## config.mk

```make
export PLATFORM = sky130hd
export DESIGN_NAME = alu_op_scheduler
export DESIGN_NICKNAME = d
export VERILOG_FILES = /design/src/rtl/alu_op_scheduler.sv
export SDC_FILE = /design/constraint.sdc
export NUM_CORES = 1
export LEC_CHECK = 0
export CAP_MARGIN = 20
export CELL_PAD_IN_SITES_DETAIL_PLACEMENT = 2
export CELL_PAD_IN_SITES_GLOBAL_PLACEMENT = 2
export CORE_MARGIN = 1
export CORE_UTILIZATION = 21
export DETAILED_ROUTE_END_ITERATION = 10
export PLACE_DENSITY_LB_ADDON = 0.1
export SYNTH_ARGS = -nofsm -noshare
export SYNTH_HDL_FRONTEND = slang
export SYNTH_SLANG_ARGS = --single-unit
```

## constraint.sdc

```tcl
create_clock -name CLK -period 2.06 [get_ports CLK]
set_input_delay 0.309 -clock CLK [delete_from_list [all_inputs] [get_ports CLK]]
set_output_delay 0.309 -clock CLK [all_outputs]
set_load 0.005 [all_outputs]
```

## src/rtl/alu_op_scheduler.sv

```systemverilog
// Round-robin scheduler sharing four ALU sub-units between two requesters.
// One operation in flight: IDLE (grant) -> ISSUE (enable pulse) -> WAIT (done flag) -> RESP.
module alu_op_scheduler #(
  parameter int DATA_W  = 8,
  parameter int OUT_W   = 16,
  parameter int TIMEOUT = 4
) (
  input  logic              CLK,
  input  logic              RST,
  input  logic              REQ0_VALID,
  output logic              REQ0_READY,
  input  logic [3:0]        REQ0_FUN,
  input  logic [DATA_W-1:0] REQ0_A,
  input  logic [DATA_W-1:0] REQ0_B,
  input  logic              REQ1_VALID,
  output logic              REQ1_READY,
  input  logic [3:0]        REQ1_FUN,
  input  logic [DATA_W-1:0] REQ1_A,
  input  logic [DATA_W-1:0] REQ1_B,
  output logic [DATA_W-1:0] ALU_A,
  output logic [DATA_W-1:0] ALU_B,
  output logic [1:0]        ALU_FUN,
  output logic              ARITH_EN,
  output logic              LOGIC_EN,
  output logic              CMP_EN,
  output logic              SHIFT_EN,
  input  logic [OUT_W-1:0]  ARITH_OUT,
  input  logic [OUT_W-1:0]  LOGIC_OUT,
  input  logic [OUT_W-1:0]  CMP_OUT,
  input  logic [OUT_W-1:0]  SHIFT_OUT,
  input  logic              ARITH_FLAG,
  input  logic              LOGIC_FLAG,
  input  logic              CMP_FLAG,
  input  logic              SHIFT_FLAG,
  output logic              RSP_VALID,
  input  logic              RSP_READY,
  output logic              RSP_ID,
  output logic [OUT_W-1:0]  RSP_DATA,
  output logic              RSP_ERR
);

  localparam int CNT_W = $clog2(TIMEOUT + 1);
  localparam logic [CNT_W-1:0] CNT_MAX = CNT_W'(TIMEOUT);

  localparam logic [1:0] S_IDLE  = 2'd0;
  localparam logic [1:0] S_ISSUE = 2'd1;
  localparam logic [1:0] S_WAIT  = 2'd2;
  localparam logic [1:0] S_RESP  = 2'd3;

  logic [1:0]              state_q, state_d;
  logic                    last_q, last_d;
  logic                    id_q, id_d;
  logic [3:0]              fun_q, fun_d;
  logic [DATA_W-1:0]       a_q, a_d, b_q, b_d;
  logic [CNT_W-1:0]        cnt_q, cnt_d, cnt_inc;
  logic [OUT_W-1:0]        rsp_data_q, rsp_data_d;
  logic                    rsp_err_q, rsp_err_d;

  // Requester lanes packed so the grant can index them directly.
  logic [1:0]              req_vld;
  logic [1:0][3:0]         req_fun;
  logic [1:0][DATA_W-1:0]  req_a, req_b;
  logic                    gnt_vld, gnt_id, accept;

  assign req_vld = {REQ1_VALID, REQ0_VALID};
  assign req_fun = {REQ1_FUN, REQ0_FUN};
  assign req_a   = {REQ1_A, REQ0_A};
  assign req_b   = {REQ1_B, REQ0_B};

  always_comb begin
    gnt_vld = |req_vld;
    gnt_id  = 1'b0;
    case (req_vld)
      2'b10:   gnt_id = 1'b1;
      2'b11:   gnt_id = ~last_q;
      default: gnt_id = 1'b0;
    endcase
  end

  assign accept     = (state_q == S_IDLE) && gnt_vld;
  assign REQ0_READY = accept && !gnt_id;
  assign REQ1_READY = accept && gnt_id;

  // Unit lanes: index 0 arith, 1 logic, 2 cmp, 3 shift (matches FUN[3:2]).
  logic [3:0][OUT_W-1:0]   unit_out;
  logic [3:0]              unit_flag, unit_en;
  logic [1:0]              sel;

  assign unit_out  = {SHIFT_OUT, CMP_OUT, LOGIC_OUT, ARITH_OUT};
  assign unit_flag = {SHIFT_FLAG, CMP_FLAG, LOGIC_FLAG, ARITH_FLAG};
  assign sel       = fun_q[3:2];

  for (genvar g = 0; g < 4; g++) begin : g_unit
    assign unit_en[g] = (state_q == S_ISSUE) && (sel == 2'(g));
  end

  assign ARITH_EN = unit_en[0];
  assign LOGIC_EN = unit_en[1];
  assign CMP_EN   = unit_en[2];
  assign SHIFT_EN = unit_en[3];

  assign ALU_A     = a_q;
  assign ALU_B     = b_q;
  assign ALU_FUN   = fun_q[1:0];
  assign RSP_VALID = (state_q == S_RESP);
  assign RSP_ID    = id_q;
  assign RSP_DATA  = rsp_data_q;
  assign RSP_ERR   = rsp_err_q;

  assign cnt_inc = cnt_q + CNT_W'(1);

  always_comb begin
    state_d    = state_q;
    last_d     = last_q;
    id_d       = id_q;
    fun_d      = fun_q;
    a_d        = a_q;
    b_d        = b_q;
    cnt_d      = cnt_q;
    rsp_data_d = rsp_data_q;
    rsp_err_d  = rsp_err_q;
    case (state_q)
      S_IDLE: begin
        if (accept) begin
          fun_d   = req_fun[gnt_id];
          a_d     = req_a[gnt_id];
          b_d     = req_b[gnt_id];
          id_d    = gnt_id;
          last_d  = gnt_id;
          state_d = S_ISSUE;
        end
      end
      S_ISSUE: begin
        cnt_d   = '0;
        state_d = S_WAIT;
      end
      S_WAIT: begin
        if (unit_flag[sel]) begin
          rsp_data_d = unit_out[sel];
          rsp_err_d  = 1'b0;
          state_d    = S_RESP;
        end else if (cnt_inc == CNT_MAX) begin
          rsp_data_d = '0;
          rsp_err_d  = 1'b1;
          state_d    = S_RESP;
        end else begin
          cnt_d = cnt_inc;
        end
      end
      default: begin
        if (RSP_READY) state_d = S_IDLE;
      end
    endcase
  end

  // Pointer resets to 1 so requester 0 wins the first tie.
  always_ff @(posedge CLK or negedge RST) begin
    if (!RST) begin
      state_q    <= S_IDLE;
      last_q     <= 1'b1;
      id_q       <= 1'b0;
      fun_q      <= '0;
      a_q        <= '0;
      b_q        <= '0;
      cnt_q      <= '0;
      rsp_data_q <= '0;
      rsp_err_q  <= 1'b0;
    end else begin
      state_q    <= state_d;
      last_q     <= last_d;
      id_q       <= id_d;
      fun_q      <= fun_d;
      a_q        <= a_d;
      b_q        <= b_d;
      cnt_q      <= cnt_d;
      rsp_data_q <= rsp_data_d;
      rsp_err_q  <= rsp_err_d;
    end
  end

endmodule

```

==> metrics <==
status finished, final reports clean; cell area power density 1180 nW/um^2; HPWL after detailed placement 6.97 mm; First DRT Iteration DRCs 100; final standard cell area without fillers 4210 sq um; Syn Inst Count 182; cell area after technology mapping 2340 sq um; maximum level of the CTS H-tree 2; cell area after placement 4110 sq um; floorplan die height 108 um; Critical Path RT 1.75 ns; fin crit share 0.951; Worst Slack Setup Final 0.100 ns; Hold Path Class reg2reg; complex-gate fraction of the synthesized area 0.193; number of clock sinks 44; clock slew seen by the registers of the worst setup and hold paths 0.08 ns; detailed-route vias per instance 4.66; Max Root-Sink Buffers 2; core area 10800 sq um; first-pass detailed-route iteration total 6; fraction of synthesized area in multiplexers 0.178; number of antenna cells inserted 0; number of nets still failing antenna checks after routing 0; Routed wire per std cell 18.4 um; share of cells above drive strength 1 0.125; Clock power frac 0.110; parity-gate share of the synthesized area counting xor and xnor cells 0.00375; Flop pwr share 0.308; Worst-Skew Late Latency 0.31 ns; CTS tree yes; time the final worst path needs with I/O delays and setup 1.96 ns; area enclosed by the die boundary 11600 sq um; starting utilization of the core area 0.216; number of vias in the routed layout 2249; die width 108 um; CTS Buf Count 5; Max Clock Freq 510 MHz; sequential element share of the synthesized area 0.471; Cell Rows 38; synthesized-area fraction occupied by adder cells 0.0375; clock root buffer sky130_fd_sc_hd__clkbuf_8; net switching component of the power 1780 uW; Post-Place Setup Slack 0.114 ns; Sw Ratio 0.357; worst path arrival time 1.65 ns; antenna violations before repair 0; IO Pins 156; number of library cell types mapped by synthesis 34; synthesized net count 302; Avg Inst Size Synth 12.8 sq um; leftover overflow at the end of global routing 0; Leak 0.00186 uW; GRT Util Overall 0.160; wire length of the first global-routing pass 14.1 mm; Crit Path Max Fanout 4; Internal Power 3200 uW; RSZ-0062 raised after global routing false; max-slew violation count 0; Logic pwr share 0.582; register bit total from synthesis 44; Final #Nets 462; largest family of logic cells by synthesized area compound AO/OA/AOI/OAI gates; Port Buffer Count 155; peak ir drop on the vdd network 0.451 mV; total of warnings raised by yosys 0; endpoint kind of the worst setup timing path output pin; count of final setup violators 0; drc violations 0; worst slew margin relative to its limit 0.668; utilization of the core after routing 0.389; number of global-route vias before repair 2616; final hold violation count 0; Worst-Margin Slew 0.499 ns; area added between synthesis and finish 80.1%; worst hold margin 0.490 ns; final clock skew 0.0135 ns; pin count of the biggest net entering global routing 27; number of max-cap violations 0; Setup TNS Final 0 ns; final routed wirelength across all metal layers 8.87 mm; synthesized-area fraction occupied by and/or/nand/nor cells 0.0380; critical setup path kind reg2out; critical path launch point type flop; routability-driven placement congestion ratio 0.674
## kinds of logic after synthesis
family / Yosys count
AOI/OAI and AO/OA: 51
xor gates and xnor gates: 1
and+or+nand+nor: 16
muxes: 20
adders and majority gates: 7
DFF: 44
buffers and inverters: 43
## sequential cells by signal, indices dropped and copies added, names as in the netlist
signal	flops
RSP_ERR	1
fun_q	4
cnt_q	3
RSP_ID	1
state_q	2
RSP_DATA	16
ALU_A	8
last_q	1
ALU_B	8
## Yosys cell counts
| master | instances | area share |
|---|---|---|
| sky130_fd_sc_hd__nand2_8 | 1 | 0.0086 |
| sky130_fd_sc_hd__a31oi_1 | 1 | 0.0027 |
| sky130_fd_sc_hd__or3_1 | 1 | 0.0027 |
| sky130_fd_sc_hd__a21oi_1 | 3 | 0.0064 |
| sky130_fd_sc_hd__o2bb2ai_1 | 2 | 0.0075 |
| sky130_fd_sc_hd__mux4_2 | 16 | 0.15 |
| sky130_fd_sc_hd__a22o_1 | 16 | 0.060 |
| sky130_fd_sc_hd__a21o_1 | 2 | 0.0064 |
| sky130_fd_sc_hd__a22oi_1 | 1 | 0.0032 |
| sky130_fd_sc_hd__a222oi_1 | 20 | 0.086 |
| sky130_fd_sc_hd__buf_8 | 1 | 0.0064 |
| sky130_fd_sc_hd__mux2i_1 | 3 | 0.013 |
| sky130_fd_sc_hd__o221ai_1 | 1 | 0.0037 |
| sky130_fd_sc_hd__o21ai_0 | 1 | 0.0021 |
| sky130_fd_sc_hd__nand2_1 | 5 | 0.0080 |
| sky130_fd_sc_hd__o21bai_1 | 2 | 0.0064 |
| sky130_fd_sc_hd__xor2_1 | 1 | 0.0037 |
| sky130_fd_sc_hd__and3_1 | 1 | 0.0027 |
| sky130_fd_sc_hd__o21ai_1 | 1 | 0.0021 |
| sky130_fd_sc_hd__a21o_4 | 1 | 0.0064 |
| sky130_fd_sc_hd__ha_1 | 7 | 0.037 |
| sky130_fd_sc_hd__inv_2 | 1 | 0.0016 |
| sky130_fd_sc_hd__mux4_1 | 1 | 0.011 |
| sky130_fd_sc_hd__nand3_1 | 2 | 0.0043 |
| sky130_fd_sc_hd__dfstp_2 | 1 | 0.011 |
| sky130_fd_sc_hd__dfrtp_1 | 43 | 0.46 |
| sky130_fd_sc_hd__inv_1 | 27 | 0.043 |
| sky130_fd_sc_hd__nor3_1 | 1 | 0.0021 |
| sky130_fd_sc_hd__buf_2 | 3 | 0.0064 |
| sky130_fd_sc_hd__buf_1 | 2 | 0.0032 |
| sky130_fd_sc_hd__buf_4 | 2 | 0.0064 |
| sky130_fd_sc_hd__clkbuf_1 | 7 | 0.011 |
| sky130_fd_sc_hd__nor3b_1 | 1 | 0.0032 |
| sky130_fd_sc_hd__nor2_1 | 4 | 0.0064 |
## path summary, 6_finish.rpt
kind / start / endpoint / slack (ns) / cells past startpoint
worst max-delay path: state_q[1] / SHIFT_EN / 0.10 / 4
worst min register to register: RSP_ID / RSP_ID / 0.49 / 1
worst max register to register: state_q[0] / cnt_q[0] / 0.30 / 5
worst min-delay path: RSP_ID / RSP_ID / 0.49 / 1
min in group asynchronous: RST / ALU_B[2] / 0.51 / 2
max in group asynchronous: RST / fun_q[2] / 1.04 / 3
## stage by stage
stage                     power, uW  std cells
after floorplan                3000        182
after detailed placement       4490        473
after global placement         4440        473
final                          4980        483
after CTS                      5080        482
after global routing           5400        483
## cell usage in the layout (no fill, tap or decap), types with 2 or more instances in the layout
master                            count
sky130_fd_sc_hd__buf_4                9
sky130_fd_sc_hd__o2bb2ai_1            2
sky130_fd_sc_hd__ha_1                 6
sky130_fd_sc_hd__mux2i_1              3
sky130_fd_sc_hd__dfrtp_1             43
sky130_fd_sc_hd__a21o_1               2
sky130_fd_sc_hd__nand2_1              5
sky130_fd_sc_hd__nand3_1              2
sky130_fd_sc_hd__a21oi_1              2
sky130_fd_sc_hd__inv_1               26
sky130_fd_sc_hd__dlygate4sd2_1        2
sky130_fd_sc_hd__dlymetal6s2s_1       2
sky130_fd_sc_hd__clkdlybuf4s50_1    149
sky130_fd_sc_hd__buf_12               3
sky130_fd_sc_hd__clkbuf_8             5
sky130_fd_sc_hd__a222oi_1            20
sky130_fd_sc_hd__clkbuf_1             2
sky130_fd_sc_hd__nor2_1               4
sky130_fd_sc_hd__a22o_1              16
sky130_fd_sc_hd__o21bai_1             2
sky130_fd_sc_hd__inv_2                2
sky130_fd_sc_hd__mux4_2              16
## power groups by stage
stage	clock [uW]	combinational (uW)	sequential, uW
floorplan	0	1480	1520
global placement	0	2900	1540
finish	550	2890	1530
CTS	578	2960	1550
global route	613	3190	1590
detailed placement	0	2940	1550
## layout make-up
cell class / count / area [sq um]
Fill cell: 1143 / 6630
Timing Repair Buffer: 168 / 1690
Sequential cell: 44 / 1100
Multi-Input combinational cell: 95 / 1060
Tap cell: 140 / 175
Inverter: 28 / 105
Clock buffer: 7 / 76.3
Clock inverter: 1 / 5.00
## critical path, cell delays in order, from the launching register on
cell	delay, ns
sky130_fd_sc_hd__dfrtp_1	0.41
sky130_fd_sc_hd__inv_2	0.08
sky130_fd_sc_hd__ha_2	0.19
sky130_fd_sc_hd__and3_1	0.15
sky130_fd_sc_hd__clkdlybuf4s50_1	0.51
## routing by layer
| layer | global-route usage | vias up | wire [um] |
|---|---|---|---|
| li1 | - | 1023 | - |
| met2 | 0.285 | 90 | 4530 |
| met3 | 0.0515 | 6 | 757 |
| met4 | 0.0440 | 0 | 92 |
| met5 | 0 | - | 0 |
| met1 | 0.183 | 1130 | 3490 |
## repair_timing
item                                    4_1_cts  5_1_grt
gates resized for setup                       5        3
endpoints found under the setup margin        6        4
hold buffers                                  1        0
pin swaps                                     0        0
hold endpoints to repair                     17        0
setup buffers                                 0        1
Power figures use the tool's default switching activity.
==> variant: new RTL, same settings <==
The parameter `DATA_W` goes from 8 to 9.
--- a/src/rtl/alu_op_scheduler.sv
+++ b/src/rtl/alu_op_scheduler.sv
@@ -1,7 +1,7 @@
 // Round-robin scheduler sharing four ALU sub-units between two requesters.
 // One operation in flight: IDLE (grant) -> ISSUE (enable pulse) -> WAIT (done flag) -> RESP.
 module alu_op_scheduler #(
-  parameter int DATA_W  = 8,
+  parameter int DATA_W  = 9,
   parameter int OUT_W   = 16,
   parameter int TIMEOUT = 4
 ) (
Ports: changed (6 resized); port bits go from 156 to 162. The function was not compared with the original's and may differ.
==> variant against the original RTL <==
  * Non-clock buffer count grew 6
  * Synthesized cell count up 3.3%
  * Worst setup slack worse by 0.015 ns
  * Sequential power grew 5%
  * Highest routed layer unchanged
  * Global-route usage grew 0.25 points
  * Largest power group unchanged
  * Area after synthesis grew 3.3%
  * Sequential cell count increased by 2
  * Cell area is 4.0% higher
  * Total power up 8.5%
  * Wire length is 7.2% higher
==> variant: results (changes against the original RTL) <==
routing:
  vias: 2322  # was 2249
  first_pass_iters: 5  # was 6
  drt_iter0_markers: 123  # was 100
  wl_per_cell_um: 19.2  # was 18.4 um
power_and_ir_drop:
  peakVddDrop_mv: 0.450  # was 0.451 mV
  p_leak_nw: 1.92  # was 1.86 nW
status:
  status: "finished clean"  # unchanged
global_routing:
  track_usage_pct: 16.3  # was 16.0%
  grt_pass1_vias: 2768  # was 2616
  grt_pass1_wl_um: 14600  # was 14100 um
  grt_max_degree: 33  # was 27
synthesis:
  synth_compound_gate_area_share_pct: 19.5  # was 19.3%
  synthAdderAreaFrac_pct: 3.63  # was 3.75%
  synth-xor-area-share_pct: 0.363  # was 0.375%
  synthMuxAreaShare_pct: 17.2  # was 17.8%
  synthTopCellsByArea: "dfrtp_1 (47%), mux4_2 (15%), a222oi_1 (9.1%)"  # was dfrtp_1 (46%), mux4_2 (15%), a222oi_1 (8.6%)
  synth_common_cells: "dfrtp_1 (45), inv_1 (29), a222oi_1 (22), a22o_1 (16), mux4_2 (16)"  # was dfrtp_1 (43), inv_1 (27), a222oi_1 (20), a22o_1 (16), mux4_2 (16)
  ys_seq_area_share_pct: 47.7  # was 47.1%
  ys_async_sr_fraction_pct: 100  # unchanged
  syn_nets: 312  # was 302
critical_path:
  r2r_end: "state_q[0]"  # was cnt_q[0]
  critPathArrivalTime_ns: 1.67  # was 1.65 ns
  worst-r2r-cell-count: 7  # was 5
  reg2reg_slack_ns: 0.33  # was 0.30 ns
  cp-endpoint: "LOGIC_EN"  # was SHIFT_EN
timing:
  timing.hold.ws_ns: 0.0931  # was 0.490 ns
  slew-limit-headroom_pct: 48.7  # was 66.8%
  finalClockSkew_ns: 0.00421  # was 0.0135 ns
cts:
  root_buffer: "clkbuf_16"  # was clkbuf_8
  clkTransAtPathRegs_ns: 0.06  # was 0.08 ns
  insertion_delay_ns: 0.28  # was 0.31 ns
placement:
  hpwl_um: 7520  # was 6970 um
  port_buffers: 161  # was 155
  gp_congestion: 0.693  # was 0.674
final_layout:
  fillers: 1158  # was 1143
  finalNetCount: 478  # was 462
  layout-drive-gt1-share_pct: 13.0  # was 12.5%
worst_hold_path:
  worstHoldPathType: "in -> async"  # was reg -> reg
## variant: where the power goes
group / switching [mW] / internal [mW]
Combinational: 1.25 / 1.73
Clock: 0.335 / 0.485
Sequential: 0.272 / 1.33
## variant: logic make-up (layout without fill, tap and decap cells)
family,Yosys count,after routing
AO/OA/AOI/OAI,53,53
XOR/XNOR,1,1
adder cells (fa/ha/maj),7,7
buffers and inverters,45,212
flip-flops,46,46
multiplexers,20,20
AND/OR/NAND/NOR,16,16
## variant: final cells by class
cell class	instances	area share, %
Multi-Input combinational cell	97	24.8
Tap cell	140	4.00
Inverter	30	2.57
Clock buffer	8	3.34
Timing Repair Buffer	174	39.0
Sequential cell	46	26.3
## variant: per-stage QoR
step / instance area (um2) / setup slack [ns] / std cells / setup TNS, ns
4_1_cts: 4370 / 0.00423 / 494 / 0
3_3_place_gp: 4220 / 0.106 / 486 / 0
3_5_place_dp: 4220 / 0.104 / 486 / 0
6_report: 4380 / 0.0853 / 495 / 0
2_1_floorplan: 2420 / 0.393 / 188 / 0
5_1_grt: 4380 / -0.000124 / 495 / -0.000124
## variant: critical path: stages, from the launching register on
cell and delay [ns]:
dfrtp_1 0.42, inv_2 0.10, ha_2 0.19, nand2_1 0.05, nor2_1 0.10, clkdlybuf4s50_1 0.52
## variant: layer usage
| metal | up-vias | routed length, um | track usage [%] |
|---|---|---|---|
| met5 | - | 0 | 0 |
| met4 | 0 | 90 | 3.43 |
| met2 | 91 | 4970 | 29.7 |
| met3 | 8 | 870 | 5.44 |
| met1 | 1166 | 3570 | 18.3 |
| li1 | 1057 | - | - |
## variant: what timing repair did
| item | in CTS | in global routing |
|---|---|---|
| hold buffers | 0 | 0 |
| setup endpoints to repair | 4 | 3 |
| setup buffers | 0 | 1 |
| gates resized for setup | 5 | 2 |
